===== src/rtl/cvec_result_writer_if.sv =====
// Bundle of job-control, input-vector handshake and result-memory write signals
// for the cvec result writer. master = upstream/controller side, slave = writer.
interface cvec_result_writer_if #(
  parameter int element_width = 64,
  parameter int no_of_units   = 8,
  parameter int addr_width    = 16
);
  logic                                 start;
  logic [31:0]                          total;
  logic [addr_width-1:0]                base_addr;
  logic [element_width*no_of_units-1:0] in_data;
  logic                                 in_valid;
  logic                                 in_ready;
  logic                                 mem_we;
  logic [addr_width-1:0]                mem_addr;
  logic [element_width-1:0]             mem_wdata;
  logic                                 busy;
  logic                                 finish;
  logic                                 overrun;
  logic [31:0]                          vec_count;

  modport master (
    output start, total, base_addr, in_data, in_valid,
    input  in_ready, mem_we, mem_addr, mem_wdata, busy, finish, overrun, vec_count
  );

  modport slave (
    input  start, total, base_addr, in_data, in_valid,
    output in_ready, mem_we, mem_addr, mem_wdata, busy, finish, overrun, vec_count
  );
endinterface


===== src/rtl/cvec_result_writer.sv =====
// Serialises packed complex result vectors into the result memory, one element
// per cycle, through a 2-entry ping-pong buffer, tracking the per-job quota.
module cvec_result_writer #(
  parameter int element_width = 64,
  parameter int no_of_units   = 8,
  parameter int addr_width    = 16
) (
  input logic                 clk,
  input logic                 reset,
  cvec_result_writer_if.slave bus
);

  localparam int                lane_w    = (no_of_units > 1) ? $clog2(no_of_units) : 1;
  localparam logic [lane_w-1:0] last_lane = lane_w'(no_of_units - 1);
  localparam logic [31:0]       units32   = 32'(no_of_units);

  typedef enum logic [1:0] {
    IDLE,
    RUN,
    DONE
  } state_e;

  state_e                   state_q, state_d;
  logic [31:0]              nvec_q;
  logic [31:0]              quota_q;
  logic [31:0]              vec_count_q;
  logic [31:0]              wr_idx_q;
  logic [addr_width-1:0]    base_q;
  logic [element_width-1:0] buf_q [2][no_of_units];
  logic                     wr_ptr_q;
  logic                     rd_ptr_q;
  logic [1:0]               occ_q;
  logic [lane_w-1:0]        lane_q;
  logic                     mem_we_q;
  logic [addr_width-1:0]    mem_addr_q;
  logic [element_width-1:0] mem_wdata_q;
  logic                     overrun_q;

  logic        launch;
  logic [31:0] launch_nvec;
  logic        quota_met;
  logic        in_ready;
  logic        accept;
  logic        drain;
  logic        free_entry;

  // A start is only honoured outside RUN; the remainder of total/no_of_units is dropped.
  assign launch      = bus.start && (state_q != RUN);
  assign launch_nvec = bus.total / units32;
  assign quota_met   = (vec_count_q == nvec_q);
  assign in_ready    = (state_q == RUN) && (occ_q < 2'd2) && !quota_met;
  assign accept      = bus.in_valid && in_ready;
  assign drain       = (state_q == RUN) && (occ_q != 2'd0);
  assign free_entry  = drain && (lane_q == last_lane);

  always_comb begin
    // NOTE: default assigned first so no path leaves state_d unassigned (no latch).
    state_d = state_q;
    unique case (state_q)
      IDLE, DONE: if (bus.start) state_d = (launch_nvec == 32'd0) ? DONE : RUN;
      RUN:        if (wr_idx_q == quota_q) state_d = DONE;
      default:    state_d = IDLE;
    endcase
  end

  always_ff @(posedge clk or negedge reset) begin
    if (!reset) state_q <= IDLE;
    else        state_q <= state_d;
  end

  always_ff @(posedge clk or negedge reset) begin
    if (!reset) begin
      nvec_q      <= '0;
      quota_q     <= '0;
      vec_count_q <= '0;
      wr_idx_q    <= '0;
      base_q      <= '0;
      wr_ptr_q    <= 1'b0;
      rd_ptr_q    <= 1'b0;
      occ_q       <= '0;
      lane_q      <= '0;
      mem_we_q    <= 1'b0;
      mem_addr_q  <= '0;
      mem_wdata_q <= '0;
      overrun_q   <= 1'b0;
    end else if (launch) begin
      nvec_q      <= launch_nvec;
      quota_q     <= launch_nvec * units32;
      base_q      <= bus.base_addr;
      vec_count_q <= '0;
      wr_idx_q    <= '0;
      wr_ptr_q    <= 1'b0;
      rd_ptr_q    <= 1'b0;
      occ_q       <= '0;
      lane_q      <= '0;
      mem_we_q    <= 1'b0;
      overrun_q   <= 1'b0;
    end else begin
      mem_we_q <= drain;
      if (drain) begin
        mem_addr_q  <= base_q + wr_idx_q[addr_width-1:0];
        mem_wdata_q <= buf_q[rd_ptr_q][lane_q];
        wr_idx_q    <= wr_idx_q + 32'd1;
        lane_q      <= free_entry ? '0 : lane_q + lane_w'(1);
        if (free_entry) rd_ptr_q <= ~rd_ptr_q;
      end
      if (accept) begin
        wr_ptr_q    <= ~wr_ptr_q;
        vec_count_q <= vec_count_q + 32'd1;
      end
      // Accept and free in the same cycle leave the occupancy unchanged.
      unique case ({accept, free_entry})
        2'b10:   occ_q <= occ_q + 2'd1;
        2'b01:   occ_q <= occ_q - 2'd1;
        default: occ_q <= occ_q;
      endcase
      if (bus.in_valid && (state_q != IDLE) && quota_met) overrun_q <= 1'b1;
    end
  end

  // NOTE: buffer storage is not reset; occ_q alone decides which entries hold live data.
  always_ff @(posedge clk) begin
    if (accept) begin
      for (int k = 0; k < no_of_units; k++) begin
        buf_q[wr_ptr_q][k] <= bus.in_data[k*element_width +: element_width];
      end
    end
  end

  assign bus.in_ready  = in_ready;
  assign bus.mem_we    = mem_we_q;
  assign bus.mem_addr  = mem_addr_q;
  assign bus.mem_wdata = mem_wdata_q;
  assign bus.busy      = (state_q == RUN);
  assign bus.finish    = (state_q == DONE);
  assign bus.overrun   = overrun_q;
  assign bus.vec_count = vec_count_q;

endmodule


===== src/flat_wrapper.sv =====
// flat-port wrapper written by rule: the top's interface ports become plain ports
module cvec_result_writer_flat 
#(
  parameter int element_width = 64,
  parameter int no_of_units   = 8,
  parameter int addr_width    = 16
)
  (clk, reset, bus_start, bus_total, bus_base_addr, bus_in_data, bus_in_valid, bus_in_ready, bus_mem_we, bus_mem_addr, bus_mem_wdata, bus_busy, bus_finish, bus_overrun, bus_vec_count);
  cvec_result_writer_if #(.element_width(element_width), .no_of_units(no_of_units), .addr_width(addr_width)) bus_i ();
  input logic clk;
  input logic reset;
  input wire logic [$bits(bus_i.start)-1:0] bus_start;
  input wire logic [$bits(bus_i.total)-1:0] bus_total;
  input wire logic [$bits(bus_i.base_addr)-1:0] bus_base_addr;
  input wire logic [$bits(bus_i.in_data)-1:0] bus_in_data;
  input wire logic [$bits(bus_i.in_valid)-1:0] bus_in_valid;
  output wire logic [$bits(bus_i.in_ready)-1:0] bus_in_ready;
  output wire logic [$bits(bus_i.mem_we)-1:0] bus_mem_we;
  output wire logic [$bits(bus_i.mem_addr)-1:0] bus_mem_addr;
  output wire logic [$bits(bus_i.mem_wdata)-1:0] bus_mem_wdata;
  output wire logic [$bits(bus_i.busy)-1:0] bus_busy;
  output wire logic [$bits(bus_i.finish)-1:0] bus_finish;
  output wire logic [$bits(bus_i.overrun)-1:0] bus_overrun;
  output wire logic [$bits(bus_i.vec_count)-1:0] bus_vec_count;
  assign bus_i.start = bus_start;
  assign bus_i.total = bus_total;
  assign bus_i.base_addr = bus_base_addr;
  assign bus_i.in_data = bus_in_data;
  assign bus_i.in_valid = bus_in_valid;
  assign bus_in_ready = bus_i.in_ready;
  assign bus_mem_we = bus_i.mem_we;
  assign bus_mem_addr = bus_i.mem_addr;
  assign bus_mem_wdata = bus_i.mem_wdata;
  assign bus_busy = bus_i.busy;
  assign bus_finish = bus_i.finish;
  assign bus_overrun = bus_i.overrun;
  assign bus_vec_count = bus_i.vec_count;
  cvec_result_writer #(.element_width(element_width), .no_of_units(no_of_units), .addr_width(addr_width)) u_core (.clk(clk), .reset(reset), .bus(bus_i));
endmodule

===== config.mk =====
export PLATFORM = sky130hd
export DESIGN_NAME = cvec_result_writer_flat
export DESIGN_NICKNAME = d
export VERILOG_FILES = /design/src/rtl/cvec_result_writer_if.sv /design/src/rtl/cvec_result_writer.sv /design/src/flat_wrapper.sv
export SDC_FILE = /design/constraint.sdc
export NUM_CORES = 1
export LEC_CHECK = 0
export CORE_MARGIN = 2
export CORE_UTILIZATION = 59
export DETAILED_ROUTE_END_ITERATION = 12
export HOLD_SLACK_MARGIN = 0.1
export PLACE_DENSITY = 0.89
export SETUP_SLACK_MARGIN = 0.5
export SYNTH_ARGS = -nofsm -noshare
export SYNTH_HDL_FRONTEND = slang
export SYNTH_SLANG_ARGS = --single-unit

===== constraint.sdc =====
create_clock -name clk -period 37.8 [get_ports clk]
set_input_delay 9.45 -clock clk [delete_from_list [all_inputs] [get_ports clk]]
set_output_delay 9.45 -clock clk [all_outputs]
set_load 0.01 [all_outputs]

Yosys cells after proc, flatten, opt, wreduce, memory -nomap -nowiden:

Memory sizes are Yosys's and may differ from the RTL's.
Cells that the tools add are included.

* bits in registers: 200
* memory bits (writable): 1024
* input bits: 564
* output and inout bits: 117
* word-level logic and storage cells: 84
* memories: 1

* add/sub/neg operators: 6
* $lt $le $gt $ge: 2
* equality and inequality tests: 10
* mux-type cells: 26
* bitwise gates (word level): 4
* reductions and logical operators: 22

Memories
* u_core.buf_q: depth 2, width 512, read ports 1, clocked after Yosys merged registers in 0, wr ports 1, line cvec_result_writer.sv:29 `logic [element_width-1:0] buf_q [2][no_of_units];`

Operators with widths (number)
* binary-select mux 64 bit (select 3 bit): 1
* 2-to-1 mux 32 bit: 4
* 2-to-1 mux 64 bit: 2
* adder 32 x 1 -> 32 bit (second input constant): 2
* equality test 32 x 29 -> 1 bit: 1
* equality test 32 bit: 1
* logical NOT 32 bit: 1
* adder 16 bit: 1
* nonzero test 2 bit: 6
* 2-to-1 mux 1 bit: 10
* 2-to-1 mux 3 bit: 3
* logical AND 1 bit: 8
* 2-to-1 mux 2 bit: 4
* case mux 2 bit (2 select lines): 2
* AND reduction 2 bit: 3
* equality test 2 x 1 -> 1 bit (second input constant): 2
* equality test 2 bit (second input constant): 2
* >= comparator 4 bit (second input constant): 1
* inequality test 2 x 1 -> 1 bit (second input constant): 2
* NOT 3 -> 4 bit: 1
* adder 3 x 1 -> 3 bit (second input constant): 1
* equality test 3 bit (second input constant): 1
* NOT 1 bit: 3
* nonzero test 3 bit: 1
* other kinds (7): 7

Longest topological paths before layout:

Gate-level depths: netlist of the first run.

* depth in word-level cells: 7
* gate-level depth with buffers: 11
* depth with buffers taken out: 9

Least setup slack after synthesis of the first run:

Ideal clock, no wire load.

* kind: input -> register
* start: in bus_in_valid
* end: mem u_core.buf_q[0][0] (netlist bit) (enable)
* library setup time: 1.398 ns
* data arrival time: 31.101 ns
* path slack: 5.301 ns
* stages on the path: 4
* path buffers: 2
* path through: o211ai_2 -> buf_2 -> buf_2 -> nor2_1

* word-level cells in the longest chain between the ends: 3

Ends and longest elaborated chain
* start, declared: line flat_wrapper.sv:16 `input wire logic [$bits(bus_i.in_valid)-1:0] bus_in_valid;`
* logical AND 1 bit: line cvec_result_writer.sv:52 `assign accept = bus.in_valid && in_ready;`
* 2-to-1 mux 1 bit: line cvec_result_writer.sv:123 `if (accept) begin`
* 2-to-1 mux 1 bit (not written as such): line cvec_result_writer.sv:125 `buf_q[wr_ptr_q][k] <= bus.in_data[k*element_width +: element_width];`
* end, declared: line cvec_result_writer.sv:29

Every way passes these cells.

Final worst setup path of the first run:

* start: in bus_in_valid
* end: mem u_core.buf_q[1][389] (netlist bit) (enable)

The elaborated chain is that of the path after synthesis.

==> results of run 1 <==
==> power by group <==
part / internal [µW] / leakage (µW) / total [µW] / switching (µW)
combinational: 633 / 0.00709 / 1330 / 696
clock: 641 / 0.00183 / 1170 / 525
sequential: 1800 / 0.0119 / 1980 / 180
total: 3070 / 0.0209 / 4470 / 1400
==> Yosys cell counts (8+ instances only) <==
library cell,count
sky130_fd_sc_hd__edfxtp_1,1024
sky130_fd_sc_hd__nand2_1,371
sky130_fd_sc_hd__mux4_2,320
sky130_fd_sc_hd__dfrtp_1,200
sky130_fd_sc_hd__xor2_1,81
sky130_fd_sc_hd__nor2_1,71
sky130_fd_sc_hd__clkbuf_1,70
sky130_fd_sc_hd__o21ai_0,40
sky130_fd_sc_hd__xnor2_1,37
sky130_fd_sc_hd__buf_2,32
sky130_fd_sc_hd__nand3_1,30
sky130_fd_sc_hd__nor4_1,29
sky130_fd_sc_hd__ha_1,21
sky130_fd_sc_hd__inv_1,19
sky130_fd_sc_hd__and3_1,16
sky130_fd_sc_hd__buf_1,16
sky130_fd_sc_hd__a21oi_1,14
sky130_fd_sc_hd__nand4_1,13
sky130_fd_sc_hd__o31ai_1,10
sky130_fd_sc_hd__nand2b_1,9
sky130_fd_sc_hd__nor3_1,9
sky130_fd_sc_hd__a21o_1,8
==> path summary, 6_finish.rpt <==
| path | from | end | cells past startpoint |
|---|---|---|---|
| hold / removal | u_core.bus.mem_wdata[7] | u_core.bus.mem_wdata[7] | 2 |
| setup reg to reg | u_core.rd_ptr_q | u_core.bus.mem_wdata[46] | 8 |
| setup / recovery | bus_in_valid | u_core.buf_q[1][389] | 6 |
| hold reg to reg | u_core.bus.mem_wdata[7] | u_core.bus.mem_wdata[7] | 2 |
| max in group asynchronous | reset | u_core.wr_idx_q[8] | 3 |
| min in group asynchronous | reset | u_core.bus.vec_count[29] | 1 |
==> layer usage <==
metal | wire [µm] | GRT usage, %
met1 | 46100 | 39.1
met2 | 74700 | 56.8
met3 | 15300 | 8.27
met4 | 9670 | 20.2
met5 | 137 | 0
==> critical path, stage by stage <==
cell	delay (ns)
sky130_fd_sc_hd__clkdlybuf4s50_1	0.53
sky130_fd_sc_hd__o211ai_4	0.08
sky130_fd_sc_hd__buf_4	0.31
sky130_fd_sc_hd__nor2_4	0.51
sky130_fd_sc_hd__buf_4	0.74
sky130_fd_sc_hd__buf_4	0.93
==> final cells by class <==
class	instances	area [µm²]
clock inverters	51	502
repair buffers	707	7040
multi-input cells	1136	11700
fillers	4232	20600
clock buffers	167	3280
inverters	19	73.8
diodes	84	210
well taps	1060	1330
flip-flops and latches	1224	35800
==> cell families after synthesis <==
group / count (synthesis)
flip-flops: 1224
AND/OR/NAND/NOR: 576
multiplexers: 320
buffers and inverters: 137
XOR/XNOR: 118
AO/OA/AOI/OAI: 100
adder cells (fa/ha/maj): 22
==> registers in the layout, indices dropped and copies added (netlist names) <==
register	cells
u_core.buf_q	1024
u_core.occ_q	2
u_core.lane_q	3
u_core.rd_ptr_q	1
u_core.wr_idx_q	32
u_core.wr_ptr_q	1
u_core.bus.mem_we	1
u_core.bus.vec_count	32
u_core.state_q	2
u_core.bus.mem_wdata	64
u_core.bus.overrun	1
u_core.bus.mem_addr	16
u_core.base_q	16
u_core.nvec_q	29
==> per-stage QoR <==
stage                     hold slack [ns]  util, %  cell area (µm²)  setup WS, ns
after floorplan                     0.452        -            48000          5.30
after global placement              0.463     69.4            55900         24.90
after detailed placement            0.461     69.4            55900         24.75
after CTS                           0.477     74.1            59700         25.39
after global routing                0.500     74.3            59900         25.21
final                               0.476     74.4            59900         25.33
==> parameters.txt, run 1 <==
Parameter                              Value

Status
  Status ... complete, no violations

Worst setup path
  Register-to-register setup slack ... 31.78 ns
  Critical path launch point type ... input pin
  Critical Path AT ... 12.74 ns
  Required time worst endpoint ... roughly 38 ns
  Top fanout value on the critical path ... 71
  Critical Path End Type ... register
  Class of the most critical setup path ... input pin to register

Placed design
  Placed Instances ... 4,146
  RD Place Congestion ... around 0.93
  Hpwl dp ... 86,900 µm
  Number of buffer cells added on primary ports ... 677

Floorplanning
  Cell row count ... 104
  Die width ... 289 µm
  I/O Pins ... 681
  Vertical extent of the die ... 289 µm
  Floorplan Core Area ... 80,500 µm²
  Overall die area ... 83,600 µm²
  Initial Util ... 59.5%

Routing
  TritonRoute pass-1 iters ... 6
  Sum of routed wire length over all layers ... 146,000 µm
  DRT iter0 DRCs ... 3,798
  DRC errors left ... 0
  Vias per cell ... 6.48
  Total via count in the routed design ... 28,811
  Antenna-violating nets left ... 0
  Routed length per instance ... 32.8 µm

Synth
  Share of synthesized area occupied by flip-flops and latches ... 74.6%
  Simple-gate area share of the yosys netlist ... 5.22%
  Area share of fa/ha/maj cells after synthesis ... less than 1%
  Cell taking the most area after synthesis ... sky130_fd_sc_hd__edfxtp_1
  Post-synthesis mux area share ... 15.0%
  Largest family of logic cells by synthesized area ... multiplexers
  Syn Area/Cell ... 19.2 µm²
  Post-synthesis register bit count ... 1,224
  XOR/XNOR Fraction of Synth Area ... 2.15%
  Proportion of register bits with asynchronous set or reset after synthesis ... between 10% and 20%
  Most frequently used flop master after synthesis ... sky130_fd_sc_hd__edfxtp_1
  Top area cells in the synthesized netlist ... sky130_fd_sc_hd__edfxtp_1 (64%), sky130_fd_sc_hd__mux4_2 (15%), sky130_fd_sc_hd__dfrtp_1 (10%)
  Synth cell types ... 50
  Post-Syn Area ... 48,000 µm²
  Mapped Cells ... 2,497
  Synth top area share ... 64.1%
  Post-Syn Nets ... about 3,000
  Number of enable-type register cells in the synthesized netlist ... 1,024
  Compound-cell area share of the yosys netlist ... 1.30%
  Total of warnings raised by yosys ... 0

Timing
  Setup Total Neg Slack ... 0 ns
  Tmin final ... 12.47 ns
  Tightest slew margin relative to the limit ... 22.6%
  Peak clock frequency supported by timing ... 0.0802 GHz
  Setup Skew ... 0.0576 ns
  Final hold violations ... 0
  RSZ-0062 raised after global routing ... no
  Number of failing setup endpoints in the final timing report ... 0
  Post-route fraction of the period consumed by the critical path ... 33.0%
  Number of slew-limit violations in the final report ... 0
  Transition time of the tightest slew-check pin ... ~1.2 ns

Power and ir drop
  Worst VDD drop ... 65.0 µV
  Overall power ... between 4000 and 5000 µW
  Power density over the cells ... approximately 75 nW/µm²
  Static leakage power ... 0.0209 µW

Finish
  Final cell count without fillers ... about 4,400
  Commonest non-fill, non-tap cells in the layout ... sky130_fd_sc_hd__edfxtp_1 (1,024), sky130_fd_sc_hd__clkdlybuf4s50_1 (676), sky130_fd_sc_hd__nand2_1 (371)
  Area added between synthesis and finish ... 24.9%
  Most common cell after layout, fill and taps aside ... sky130_fd_sc_hd__edfxtp_1
  Final net count ... 3,789
  Share of final-layout standard cells stronger than drive strength 1 ... 16.5%

GRT
  Vias in the first global route ... just under 30,000
  Congestion Overflow GR ... 0
  First-pass GRT wire length ... between 150,000 and 200,000 µm
  Antenna violations before repair ... 76
  Largest net degree at the start of global routing ... 179
  Overall track demand over capacity in global routing ... 33.6%

CTS
  Number of buffers on the longest clock path ... 3
  Root buffer cell ... sky130_fd_sc_hd__clkbuf_16
  Clock transition at the registers of the reported paths ... 0.06 ns
  Clk sinks ... 1,224
  Number of resized instances in the post-cts repair step ... 0
  Source-to-sink clock delay at the later pin of the worst-skew pair ... 0.70 ns
  Hold-fix buffers at CTS ... 0
  CTS tree ... done
  Post-CTS Repair Setup Buffers ... 0
  Depth of the CTS H-tree ... 3
  Total clock buffers created by CTS ... 115

Job
  Number of max-cap violations ... 0

Hold path
  Worst hold path class ... register to register
No activity file was read; power rests on OpenSTA's default activity.
==> inputs of run 2 (changes only) <==
--- a/config.mk
+++ b/config.mk
@@ -6,10 +6,10 @@
 export NUM_CORES = 1
 export LEC_CHECK = 0
 export CORE_MARGIN = 2
-export CORE_UTILIZATION = 59
+export CORE_UTILIZATION = 55
 export DETAILED_ROUTE_END_ITERATION = 12
 export HOLD_SLACK_MARGIN = 0.1
-export PLACE_DENSITY = 0.89
+export PLACE_DENSITY = 0.84
 export SETUP_SLACK_MARGIN = 0.5
 export SYNTH_ARGS = -nofsm -noshare
 export SYNTH_HDL_FRONTEND = slang
==> constraint.sdc (replaced) <==
create_clock -name clk -period 13.07 [get_ports clk]
set_input_delay 3.2675 -clock clk [delete_from_list [all_inputs] [get_ports clk]]
set_output_delay 3.2675 -clock clk [all_outputs]
set_load 0.01 [all_outputs]
==> run 2 against run 1 <==
Sequential power rose to 2.9 times the previous value. Non-clock buffer count down 5. Core utilization down 4.9 points. Clock-buffer cell count up 9. Global-route usage down 4.3 points. Clock power rose to 3.0 times the previous value. Critical endpoint is now bus_in_ready.
==> parameters.txt, run 2 (synthesis gave the netlist of run 1 again) <==
Parameter                              Value

Power and ir drop
  Power density over the cells ... between 200 and 250 nW/µm²
  Worst VDD drop ... 176 µV
  Static leakage power ... 0.0210 µW

Floorplanning
  Cell row count ... 108
  Vertical extent of the die ... 299 µm
  Floorplan Core Area ... 86,600 µm²
  Initial Util ... 55.4%
  Die width ... 299 µm
  I/O Pins ... 681
  Overall die area ... 89,600 µm²

Timing
  Post-route fraction of the period consumed by the critical path ... 46.6%
  Number of slew-limit violations in the final report ... 0
  Tmin final ... 6.09 ns
  Number of failing setup endpoints in the final timing report ... 0
  RSZ-0062 raised after global routing ... no
  Transition time of the tightest slew-check pin ... around 1.3 ns
  Tightest slew margin relative to the limit ... 16.0%
  Final hold violations ... 0
  Setup Total Neg Slack ... 0 ns
  Peak clock frequency supported by timing ... 0.164 GHz
  Setup Skew ... between 0.04 and 0.05 ns

Routing
  Antenna-violating nets left ... 0
  Total via count in the routed design ... 27,566
  TritonRoute pass-1 iters ... 5
  DRT iter0 DRCs ... 3,068
  DRC errors left ... 0
  Sum of routed wire length over all layers ... around 140,000 µm
  Vias per cell ... 6.10
  Routed length per instance ... 30.0 µm

Finish
  Share of final-layout standard cells stronger than drive strength 1 ... 16.5%
  Final cell count without fillers ... 4,520
  Multi-input gate area in the final layout ... 11,700 µm²
  Final net count ... around 3,800
  Count of fill cells added during filler insertion ... 5,068
  Sequential cell area in the final layout ... 35,800 µm²
  Most common cell after layout, fill and taps aside ... sky130_fd_sc_hd__edfxtp_1
  Flip-flop count of the largest register, all copies and words added ... 1,024
  Register with the most flip-flops ... u_core.buf_q
  Commonest non-fill, non-tap cells in the layout ... sky130_fd_sc_hd__edfxtp_1 (1,024), sky130_fd_sc_hd__clkdlybuf4s50_1 (676), sky130_fd_sc_hd__nand2_1 (370)
  Area added between synthesis and finish ... 25.5%

CTS
  Clock transition at the registers of the reported paths ... 0.07 ns
  Total clock buffers created by CTS ... 118
  Clk sinks ... 1,224
  Post-CTS Repair Setup Buffers ... 0
  Depth of the CTS H-tree ... 3
  CTS tree ... done
  Root buffer cell ... sky130_fd_sc_hd__clkbuf_16
  Hold-fix buffers at CTS ... 0
  Source-to-sink clock delay at the later pin of the worst-skew pair ... 0.70 ns
  Number of resized instances in the post-cts repair step ... 0
  Number of buffers on the longest clock path ... 3

Worst setup path
  Required time worst endpoint ... between 9 and 10 ns
  Top fanout value on the critical path ... 4
  Critical Path End Type ... output pin
  Critical path launch point type ... register
  Critical Path AT ... 2.82 ns
  Class of the most critical setup path ... register to output pin

Hold path
  Worst hold path class ... register to register

GRT
  Antenna violations before repair ... 79
  Vias in the first global route ... 29,280
  First-pass GRT wire length ... around 190,000 µm
  Overall track demand over capacity in global routing ... 29.3%
  Largest net degree at the start of global routing ... 189
  Congestion Overflow GR ... 0

Placed design
  Hpwl dp ... 81,900 µm
  Number of buffer cells added on primary ports ... 677
  Placed Instances ... 4,236
  RD Place Congestion ... 0.923

Status
  Status ... complete, no violations

Job
  Number of max-cap violations ... 0
run 2: cell count changes in the layout (fill, tap and decap cells not counted), moves of 5 or more:
cell,before,now
sky130_fd_sc_hd__clkbuf_8,21,16
sky130_fd_sc_hd__bufinv_16,5,11
sky130_fd_sc_hd__clkbuf_1,31,38
sky130_fd_sc_hd__buf_4,27,18
sky130_fd_sc_hd__clkbuf_16,115,122
sky130_fd_sc_hd__clkinv_1,12,5
sky130_fd_sc_hd__diode_2,84,59
run 2: metal layers:
metal,share of wire [%],GRT usage [%]
met5,0.25,0
met4,5.6,15.5
met2,52,50.0
met1,33,33.8
met3,9.6,8.34
run 2: metrics by stage:
step | utilization (%) | area, µm² | hold WS, ns | setup WS [ns] | total power (µW)
after detailed placement | 64.7 | 56000 | 0.462 | 6.53 | 9400
after global placement | 64.7 | 56000 | 0.460 | 6.66 | 9200
after global routing | 69.5 | 60200 | 0.505 | 6.88 | 13400
after CTS | 69.3 | 60000 | 0.476 | 6.94 | 13000
after floorplan | - | 48000 | 0.452 | -4.54 | 8320
final | 69.5 | 60200 | 0.473 | 6.98 | 12900
run 2: worst paths after layout:
| check | startpoint | endpoint | slack [ns] | cells past startpoint |
|---|---|---|---|---|
| setup reg to reg | u_core.bus.vec_count[14] | u_core.buf_q[0][252] | 9.12 | 8 |
| min in group asynchronous | reset | u_core.bus.mem_addr[9] | 2.60 | 1 |
| hold / removal | u_core.bus.mem_wdata[30] | u_core.bus.mem_wdata[30] | 0.47 | 2 |
| setup / recovery | u_core.bus.vec_count[14] | bus_in_ready | 6.98 | 6 |
| hold reg to reg | u_core.bus.mem_wdata[30] | u_core.bus.mem_wdata[30] | 0.47 | 2 |
| max in group asynchronous | reset | u_core.lane_q[2] | 8.89 | 2 |
run 2: area by class of cell:
type | count | share of cell area, %
clock inverter | 49 | 0.973
timing repair buffer | 702 | 11.7
antenna | 59 | 0.245
clock buffer | 176 | 5.67
tap | 1155 | 2.40
sequential | 1224 | 59.4
multi-input combinational | 1136 | 19.4
inverter | 19 | 0.123
run 2: worst max-delay path, stage by stage, from the launching register on:
cell and delay (ns):
sky130_fd_sc_hd__dfrtp_1 0.47, sky130_fd_sc_hd__xor2_1 0.19, sky130_fd_sc_hd__nor4_1 0.36, sky130_fd_sc_hd__nand4_1 0.30, sky130_fd_sc_hd__nor2_1 0.23, sky130_fd_sc_hd__nor3_1 0.07, sky130_fd_sc_hd__clkdlybuf4s50_1 0.51
run 2: power breakdown:
part           leakage (µW)  internal [µW]  switching [µW]
logic               0.00708           1840            1940
registers            0.0119           5200             471
clock network       0.00196           2030            1480
